[src/rtl/mux4_rr_arbiter.sv]
// Round-robin arbiter for a shared 4:1 mux: a registered one-hot grant, plus the
// binary select of the current owner, with an optional burst limit on how long one owner may hold.
module mux4_rr_arbiter #(
   parameter int MAX_HOLD = 8,
   parameter int HOLD_W   = 4
) (
   input  logic       clk,
   input  logic       reset,
   input  logic [3:0] req,
   output logic [3:0] gnt,
   output logic [1:0] select,
   output logic       busy
);

   typedef enum logic {IDLE, OWNED} state_t;

   localparam logic [HOLD_W-1:0] HOLD_LAST = (MAX_HOLD == 0) ? '0 : HOLD_W'(MAX_HOLD - 1);

   state_t            state;
   logic [1:0]        ptr;
   logic [HOLD_W-1:0] hold_cnt;

   logic [1:0] rot_ptr;
   logic [3:0] others;
   logic [1:0] pass_idx;
   logic [1:0] idle_idx;
   logic       at_limit;

   // Returns the first set bit of r, scanning from index p and wrapping modulo 4.
   function automatic logic [1:0] first_req(input logic [3:0] r, input logic [1:0] p);
      logic [1:0] idx;
      first_req = p;
      for (int k = 3; k >= 0; k--) begin
         idx = p + 2'(k);
         if (r[idx]) first_req = idx;
      end
   endfunction

   // NOTE: every signal assigned here gets a default first, so no latch can be inferred.
   always_comb begin
      rot_ptr  = select + 2'd1;
      others   = req & ~(4'b0001 << select);
      pass_idx = first_req(others, rot_ptr);
      idle_idx = first_req(req, ptr);
      at_limit = (MAX_HOLD != 0) && (hold_cnt == HOLD_LAST);
   end

   // NOTE: all state is updated with non-blocking assignments so every register samples pre-edge values.
   always_ff @(posedge clk) begin
      if (reset) begin
         state    <= IDLE;
         gnt      <= '0;
         select   <= '0;
         busy     <= 1'b0;
         ptr      <= '0;
         hold_cnt <= '0;
      end else begin
         case (state)
            IDLE: begin
               if (|req) begin
                  state    <= OWNED;
                  gnt      <= 4'b0001 << idle_idx;
                  select   <= idle_idx;
                  busy     <= 1'b1;
                  hold_cnt <= '0;
               end
            end
            OWNED: begin
               if (!req[select]) begin
                  // Owner released: hand over on the same edge when anyone else is waiting.
                  ptr <= rot_ptr;
                  if (|others) begin
                     gnt      <= 4'b0001 << pass_idx;
                     select   <= pass_idx;
                     hold_cnt <= '0;
                  end else begin
                     state <= IDLE;
                     gnt   <= '0;
                     busy  <= 1'b0;
                  end
               end else if (at_limit) begin
                  hold_cnt <= '0;
                  if (|others) begin
                     ptr    <= rot_ptr;
                     gnt    <= 4'b0001 << pass_idx;
                     select <= pass_idx;
                  end
               end else if (!(MAX_HOLD == 0 && (&hold_cnt))) begin
                  hold_cnt <= hold_cnt + 1'b1;
               end
            end
            default: begin
               state <= IDLE;
               gnt   <= '0;
               busy  <= 1'b0;
            end
         endcase
      end
   end

endmodule

[config.mk]
export PLATFORM = sky130hd
export DESIGN_NAME = mux4_rr_arbiter
export DESIGN_NICKNAME = d
export VERILOG_FILES = /design/src/rtl/mux4_rr_arbiter.sv
export SDC_FILE = /design/constraint.sdc
export NUM_CORES = 1
export LEC_CHECK = 0
export BUFFER_PORTS_ARGS = -buffer_cell sky130_fd_sc_hd__buf_4
export CORE_MARGIN = 2
export CORE_UTILIZATION = 60
export CTS_CLUSTER_SIZE = 40
export DETAILED_ROUTE_END_ITERATION = 7
export PLACE_DENSITY = 0.82
export SYNTH_ARGS = -nofsm -noshare
export SYNTH_HDL_FRONTEND = slang
export SYNTH_SLANG_ARGS = --single-unit
[constraint.sdc]
create_clock -name clk -period 2.9 [get_ports clk]
set_input_delay 0.145 -clock clk [delete_from_list [all_inputs] [get_ports clk]]
set_output_delay 0.145 -clock clk [all_outputs]
set_load 0.05 [all_outputs]
# [Yosys cells after proc, flatten, opt, wreduce, memory -nomap -nowiden]
# Index checks and enable logic that the tools add are counted.
[classes] shifts=3 n_bitwise=3 add_sub_neg=8 multipliers=0 n_eq_ne=9 n_lt_le_gt_ge=9 muxes=53 n_div=0 reduce_logical=7
[op_table] cell="4-bit 2-to-1 mux" n=9
[op_table] cell="2-bit 2-to-1 mux" n=15
[op_table] cell="2-bit by 3-bit < comparator with 1-bit output (second input constant)" n=9
[op_table] cell="1-bit binary-select mux with 2-bit select" n=9
[op_table] cell="4-bit case mux with 2 select lines" n=2
[op_table] cell="1-bit 2-to-1 mux" n=15
[op_table] cell="1-bit by 2-bit << shifter with 4-bit output (first input constant)" n=3
[op_table] cell="3-bit AND reduction" n=3
[op_table] cell="2-bit adder (second input constant)" n=4
[op_table] cell="2-bit inequality test (second input constant)" n=4
[op_table] cell="4-bit OR reduction" n=2
[op_table] cell="2-bit by 1-bit adder with 2-bit output (second input constant)" n=3
[op_table] cell="4-bit by 1-bit adder with 4-bit output (second input constant)" n=1
[op_table] cell="4-bit AND" n=1
[op_table] cell="4-bit by 3-bit equality test with 1-bit output (second input constant)" n=1
[op_table] cell="4-bit NOT" n=1
[op_table] cell="1-bit case mux with 2 select lines" n=2
[op_table] cell="2-bit case mux with 2 select lines" n=1
[op_table] cell="2-bit AND reduction" n=2
[op_table] cell="3-bit by 1-bit inequality test with 1-bit output (second input constant)" n=1
[op_table] cell="3-bit by 2-bit inequality test with 1-bit output (second input constant)" n=1
[op_table] cell="3-bit inequality test (second input constant)" n=1
[op_table] cell="2-bit by 1-bit inequality test with 1-bit output (second input constant)" n=1
[op_table] cell="1-bit NOT" n=1
[word_totals] rom_bits=0 wordCells=98 register_bits=14 ramBits=0 latch_bits=0 n_memories=0 input_bits=6 out_inout_bits=7

# [Longest topological paths before layout]
# Gate-level depths: netlist of run 1.
[logic_depth] depth_word=14 depth_mapped=8 depth_no_buf=8

# [Worst setup path after synthesis of run 1]
# OpenSTA, ideal clock, no wires.
[synth_path] kind="reg2reg" startpoint="register select[0]" endpoint="register gnt[1]" n_path_buf=0 setup_slack_ps=525 required_time_ps=2775 arrival_time_ps=2251 period_less_slack_ps=2375 path_stages_with_launch=9 setup_ps=125 path_cell_list="dfxtp_1 > inv_1 > ha_1 > and2b_1 > nor4_4 > nor4bb_2 > o21ai_1 > a221oi_1 > nor3_1"
[synth_between] word_cells_on_any_way=31 cone_classes="4 x add/sub; 2 x eq/ne; 2 x shift; 19 x mux; 2 x bitwise; 2 x reduce/logical"
[synth_lines] item="start: declaration" line="11" rtl="output logic [1:0] select,"
[synth_lines] item="start signal: assignment" line="63" rtl="select <= idle_idx;"
[synth_lines] item="start signal: assignment" line="74" rtl="select <= pass_idx;"
[synth_lines] item="start signal: assignment" line="86" rtl="select <= pass_idx;"
[synth_lines] item="2-bit by 1-bit adder with 2-bit output *" line="41" rtl="rot_ptr = select + 2'd1;"
[synth_lines] item="net rot_ptr[0]" line="23" rtl="logic [1:0] rot_ptr;"
[synth_lines] item="2-bit adder" line="34" rtl="idx = p + 2'(k);"
[synth_lines] item="1-bit binary-select mux with 2-bit select" line="35" rtl="if (r[idx]) first_req = idx;"
[synth_lines] item="1-bit 2-to-1 mux (not written as such)" line="35"
[synth_lines] item="2-bit 2-to-1 mux (3 in a row)" line="35"
[synth_lines] item="2-bit 2-to-1 mux *" line="35"
[synth_lines] item="1-bit by 2-bit << shifter with 4-bit output *" line="73, 85"
[synth_lines] item="4-bit 2-to-1 mux" line="83" rtl="if (|others) begin"
[synth_lines] item="4-bit 2-to-1 mux" line="81" rtl="end else if (at_limit) begin"
[synth_lines] item="4-bit 2-to-1 mux *" line="69" rtl="if (!req[select]) begin"
[synth_lines] item="4-bit case mux with 2 select lines *" line="58" rtl="case (state)"
[synth_lines] item="end signal: assignment" line="62" rtl="gnt <= 4'b0001 << idle_idx;"
[synth_lines] item="end signal: assignment" line="73" rtl="gnt <= 4'b0001 << pass_idx;"
[synth_lines] item="end signal: assignment" line="85" rtl="gnt <= 4'b0001 << pass_idx;"
[synth_lines] item="end: declaration" line="10" rtl="output logic [3:0] gnt,"
# The timed path passes the listed nets; every way through them passes the cells marked *. The select of a mux whose other input is x is not followed.
# A chain may end at the register's enable or synchronous reset.

# [Final worst setup path of run 1]
# Ends and elaborated chain as after synthesis.

==> reports/results.txt, run 1 <==
Status: complete, no violations
Worst-Skew Late Latency: 290 ps
Filler cell count: 121
All-Layer GR Usage: 24.6%
Mapped Area: 0.00103 mm^2
Core Box Area: 0.00156 mm^2
Tightest Pin Transition: 618 ps
Slew headroom: 58.8%
Detailed Route WL: 2180 um
Number of flops mapped to enable cells by yosys: 0
Ordered cell list for the critical path: inv_1, ha_1, and2b_1, nor4_4, nor4bb_2, o21ai_1, a221oi_1, nor3_1
Area of the multi-input gates: 687 um^2
Fraction of the mapped netlist area in adder cells: 6.09%
Fraction of layout instances using a drive strength above 1: 17.6%
Area share of the largest cell type after synthesis: 27.3%
CP Capture Type: flip-flop
Largest family of logic cells by synthesized area: simple AND/OR/NAND/NOR gates
CP startpoint: select[0]$_SDFFE_PP0P_
Total CTS buffers: 3
Post-CTS setup buffer count: 0
Die footprint: 0.00206 mm^2
Largest net degree at the start of global routing: 15
Arrival @ worst endpoint: 2530 ps
Layout Nets: 148
Clk sinks: 14
Antenna diodes: 0
Die Height: 45.4 um
Area leader, netlist: dfxtp_1
H-tree Lvls: 1
Sequential Area: 280 um^2
Hold WC Path Type: in -> reg
Post-Synth XOR/XNOR Area: 0%
Syn-to-layout area delta: 11.0%
Peak supply drop: 0.458 mV
Final Max Tran Viols: 0
Row count: 14
Number of global-route vias before repair: 819
GP Congestion: 0.863
Multiplexer share of the synthesized area: 6.09%
Die width: 45.4 um
Num ports: 13
Non-Filler Instances: 152
Syn Inst Count: 125
Via total after detailed routing: 967
Post-cts gate resize count: 0
Dpl cells: 148
Complex-gate fraction of the synthesized area: 25.1%
DRT antenna net count: 0
Setup TNS: 0 ps
Max incr delay on CP: 520 ps
CP max-delay cell: dfxtp_1
DRC Markers: 0
Period Utilization, post-route: 81.0%
WP data required: 3080 ps
Hold Fails Final Rpt: 0
CTS Hold Bufs: 0
Fin util: 73.1%
Final critical delay including setup and external delays: 2350 ps
RSZ-0062 raised after global routing: no
Async SR Flop Fraction: 0%
Initial antenna violation count: 0
Detailed Place HPWL: 1640 um
CP max FO: 10
Syn_area_per_cell: 8.22 um^2
DR vias/cell: 6.36
Clock root buffer: clkbuf_4
CP delay by family, top: simple AND/OR/NAND/NOR gates
Simple-gate share of the synthesized area: 29.6%
Synth top area cells: dfxtp_1, nor2_1, ha_1
Drt wl/cell: 14.3 um
Router iterations before antenna repair: 4
CTS tree: done
Post-synthesis sequential area ratio: 27.3%
Total congestion overflow: 0
Synthesized net count: 136
Clock skew: 11.6 ps
Final setup vio count: 0
Fmax: 426 MHz
Worst Path Class, Setup: reg -> reg
I/O Buffers: 12
Synth Flop Type: dfxtp_1
Number of distinct standard cells referenced by the synthesized netlist: 40
Max Cap Viol: 0
Power, Total: 760 uW
Ys Warns: 0
CTS clk-pin slew, worst paths: 90 ps
Iteration-0 DRC Markers: 15
Starting Density: 65.9%
CP bufs+invs: 1
Yosys reg bits: 14
Element type at the critical path start: flip-flop
R2R Path Start: select[0]$_SDFFE_PP0P_
Leak pwr: 0.470 nW
CTS Buffer Depth: 2
Power density cells: 666 mW/mm^2
HP Start: reset
First-pass GRT wire length: 3620 um
cells in the final DEF (no fill, tap or decap), drive strengths merged, types with 5 or more instances in the layout:
master  instances
inv             7
a21oi          12
ha              5
nor2           20
dfxtp          14
nand2           5
buf            12
nand2b          6
o21ai           6
a211oi          7
cell type report:
cell class	count	area share (%)
clock buffers	4	3.18
inverters	7	2.31
multi-input cells	99	60.3
flip-flops and latches	14	24.6
well taps	16	1.76
repair buffers	12	7.90
registers in the layout, indices dropped and copies added, names as in the netlist:
register / cells
gnt: 4
hold_cnt: 4
ptr: 2
select: 2
busy: 1
state: 1
final timing paths:
| path | end | slack [ps] | cells past startpoint |
|---|---|---|---|
| worst max register to register | gnt[1]$_SDFFE_PP0P_ | 550 | 8 |
| worst min-delay path | ptr[1]$_SDFFE_PP0P_ | 140 | 2 |
| worst max-delay path | gnt[1]$_SDFFE_PP0P_ | 550 | 8 |
| worst min register to register | gnt[3]$_SDFFE_PP0P_ | 510 | 2 |
routing by layer:
layer	part of all wire, %	up-vias	GRT usage [%]
met5	0	-	0
met4	1.6	0	7.06
met3	5.2	9	5.95
met2	45	36	37.7
met1	48	440	34.2
li1	-	482	-
through the flow:
| stage | instance area [um^2] | worst slack, ps | hold WS [ps] |
|---|---|---|---|
| floorplan | 1030 | 525 | 218 |
| global placement | 1100 | 670 | 446 |
| detailed placement | 1100 | 587 | 440 |
| CTS | 1140 | 575 | 126 |
| global route | 1140 | 346 | 149 |
| finish | 1140 | 550 | 136 |
kinds of logic after synthesis:
family | after synthesis
AOI/OAI and AO/OA | 37
adders and majority gates | 5
buffers and inverters | 12
DFF | 14
muxes | 5
and+or+nand+nor | 52
worst reg2reg max path: cells and delay by family (launching register included):
| kind | cells | cell delay [ps] |
|---|---|---|
| DFF | 1 | 520 |
| AOI/OAI and AO/OA | 2 | 480 |
| adders and majority gates | 1 | 210 |
| and+or+nand+nor | 4 | 890 |
| buffers and inverters | 1 | 140 |
power by group:
group | total (mW) | internal, mW | switching (mW)
Combinational | 0.363 | 0.142 | 0.221
Sequential | 0.254 | 0.219 | 0.0347
Clock | 0.142 | 0.0766 | 0.0657
synthesized netlist by cell type (3+ instances only):
master    instances
nor3_1            3
nand3b_1          3
mux2i_1           4
o21ai_0           3
inv_1             7
nor2b_1           3
ha_1              5
a211oi_1          6
o21ai_1           3
dfxtp_1          14
nand2_1           4
nand2b_1          6
a21oi_1          12
nor2_1           20
No activity file was read; power rests on OpenSTA's default activity.
==> inputs of run 2 (changes only) <==
CORE_UTILIZATION = 51   (was 60)
PLACE_DENSITY = 0.74   (was 0.82)
clock period = 1.89 ns   (was 2.9 ns; I/O delays follow)
==> run 2 against run 1 <==
Net effect:
- the run now ends with negative setup slack left
- sequential power rose by 55%
- flip-flop and latch count did not move
- sequential share of layout area fell by 4.1 points
- first-iteration DRC count rose by 67%
- critical path type unchanged
- critical endpoint is now ptr[0]$_SDFFE_PP0P_
- largest cell class unchanged
==> reports/results.txt, run 2 (synthesis gave the netlist of run 1 again) <==
Leading cell types in the layout, fill and taps excluded: buf_4, nor2_1, a21oi_1, dfxtp_1, nand2b_1
Fraction of layout instances using a drive strength above 1: 41.2%
Syn-to-layout area delta: 36.9%
Setup ws final: -81.4 ps
Max Cap Viol: 0
Detailed Place HPWL: 1750 um
Area of the multi-input gates: 800 um^2
Max incr delay on CP: 400 ps
Leak pwr: 0.569 nW
Initial antenna violation count: 0
H-tree Lvls: 1
CP Capture Type: flip-flop
CTS tree: done
Ordered cell list for the critical path: inv_6, ha_4, and2b_2, nor4_4, buf_4, nor4bb_4, buf_4, o21ai_4, mux2i_1, nor2_1
Final critical delay including setup and external delays: 1970 ps
CTS clk-pin slew, worst paths: 100 ps
Die footprint: 0.00239 mm^2
WP data required: 2090 ps
Sequential Area: 288 um^2
Total CTS buffers: 3
CP max FO: 5
Fmax: 507 MHz
Num ports: 13
Hold Fails Final Rpt: 0
Detailed Route WL: 2650 um
Arrival @ worst endpoint: 2170 ps
DRT antenna net count: 0
Worst R2R Path Depth: 10
Clk sinks: 14
Antenna diodes: 0
Element type at the critical path start: flip-flop
Largest registers: gnt (4), hold_cnt (4)
DRC Markers: 0
Failing checks: negative setup slack
CTS Buffer Depth: 2
R2R Path Start: select[0]$_SDFFE_PP0P_
Fin util: 73.2%
Slew headroom: 62.0%
RSZ-0062 raised after global routing: yes
Row count: 16
First-pass GRT wire length: 4300 um
All-Layer GR Usage: 22.9%
Most common cell after layout, fill and taps aside: buf_4
Die width: 48.9 um
Worst setup endpoint: ptr[0]$_SDFFE_PP0P_
CP max-delay cell: dfxtp_4
Power density cells: 1000 mW/mm^2
Worst Path Class, Setup: reg -> reg
Iteration-0 DRC Markers: 25
Router iterations before antenna repair: 4
Worst r2r dst: ptr[0]$_SDFFE_PP0P_
Clock skew: 6.27 ps
Layout Nets: 165
Final setup vio count: 7
Clock root buffer: clkbuf_4
Via total after detailed routing: 1058
Status: finished with violations
Total congestion overflow: 0
Number of global-route vias before repair: 936
I/O Buffers: 12
CP startpoint: select[0]$_SDFFE_PP0P_
Filler cell count: 148
Starting Density: 53.5%
Final Max Tran Viols: 0
Drt wl/cell: 14.7 um
CP most frequent cell: buf_4
CTS Hold Bufs: 0
Core Box Area: 0.00192 mm^2
Die Height: 48.9 um
Worst slack at placement: -109 ps
Setup TNS: -378 ps
Worst-Skew Late Latency: 290 ps
Tightest Pin Transition: 569 ps
Largest net degree at the start of global routing: 15
Hold WS: 68.7 ps
Peak supply drop: 0.798 mV
Hold WC Path Type: in -> reg
DR vias/cell: 5.88
R2R setup slack: -80 ps
Period Utilization, post-route: 104%
GP Congestion: 0.879
==> run 2: cell types whose count changed in the layout (fill, tap and decap cells not counted), moves of 3 or more <==
cell   change
buf_4     +17
ha_1       -4
ha_4       +3
inv_1      -3
==> run 2: metal layers <==
layer	up-vias	share of wire, %	track usage [%]
li1	512	-	-
met1	509	44	28.4
met2	30	50	39.3
met3	7	3.9	4.60
met4	0	2.0	8.10
met5	-	0	0
==> run 2: timing repair <==
| action | 4_1_cts | 5_1_grt |
|---|---|---|
| buffers inserted | 4 | 6 |
| pin swaps | 6 | 10 |
| setup endpoints to repair | 5 | 13 |
| resized for setup | 15 | 8 |
==> run 2: metrics by stage <==
step	power, mW	instances	cell area [um^2]
finish	1.41	180	1410
floorplan	0.833	125	1040
global route	1.49	180	1410
global placement	1.00	166	1180
CTS	1.33	174	1330
detailed placement	1.02	166	1180
==> run 2: power by group <==
part / internal, mW / total, mW / switching [mW]
sequential: 0.341 / 0.394 / 0.0524
clock: 0.118 / 0.229 / 0.111
combinational: 0.355 / 0.784 / 0.429
total: 0.814 / 1.41 / 0.593
==> run 2: layout make-up <==
type / count / share of cell area, %
well taps: 27 / 2.40
flip-flops and latches: 14 / 20.5
repair buffers: 29 / 15.5
multi-input cells: 99 / 56.9
inverters: 7 / 2.22
clock buffers: 4 / 2.58
==> run 2: worst min path at each step <==
stage          startpoint                      to  slack, ps  cells past startpoint
2_1_floorplan       reset  select[0]$_SDFFE_PP0P_        160                      1
3_3_place_gp        reset  select[1]$_SDFFE_PP0P_        380                      2
3_5_place_dp        reset  select[1]$_SDFFE_PP0P_        380                      2
4_1_cts             reset  select[0]$_SDFFE_PP0P_         70                      2
5_1_grt             reset  select[0]$_SDFFE_PP0P_         80                      2
6_report            reset  select[0]$_SDFFE_PP0P_         70                      2
==> run 2: worst max-delay path, delay by kind of cell, from the launching register on <==
kind,cells,cell delay (ps)
buffers and inverters,3,370
flip-flops,1,400
adder cells (fa/ha/maj),1,140
multiplexers,1,180
AO/OA/AOI/OAI,1,60
AND/OR/NAND/NOR,4,720
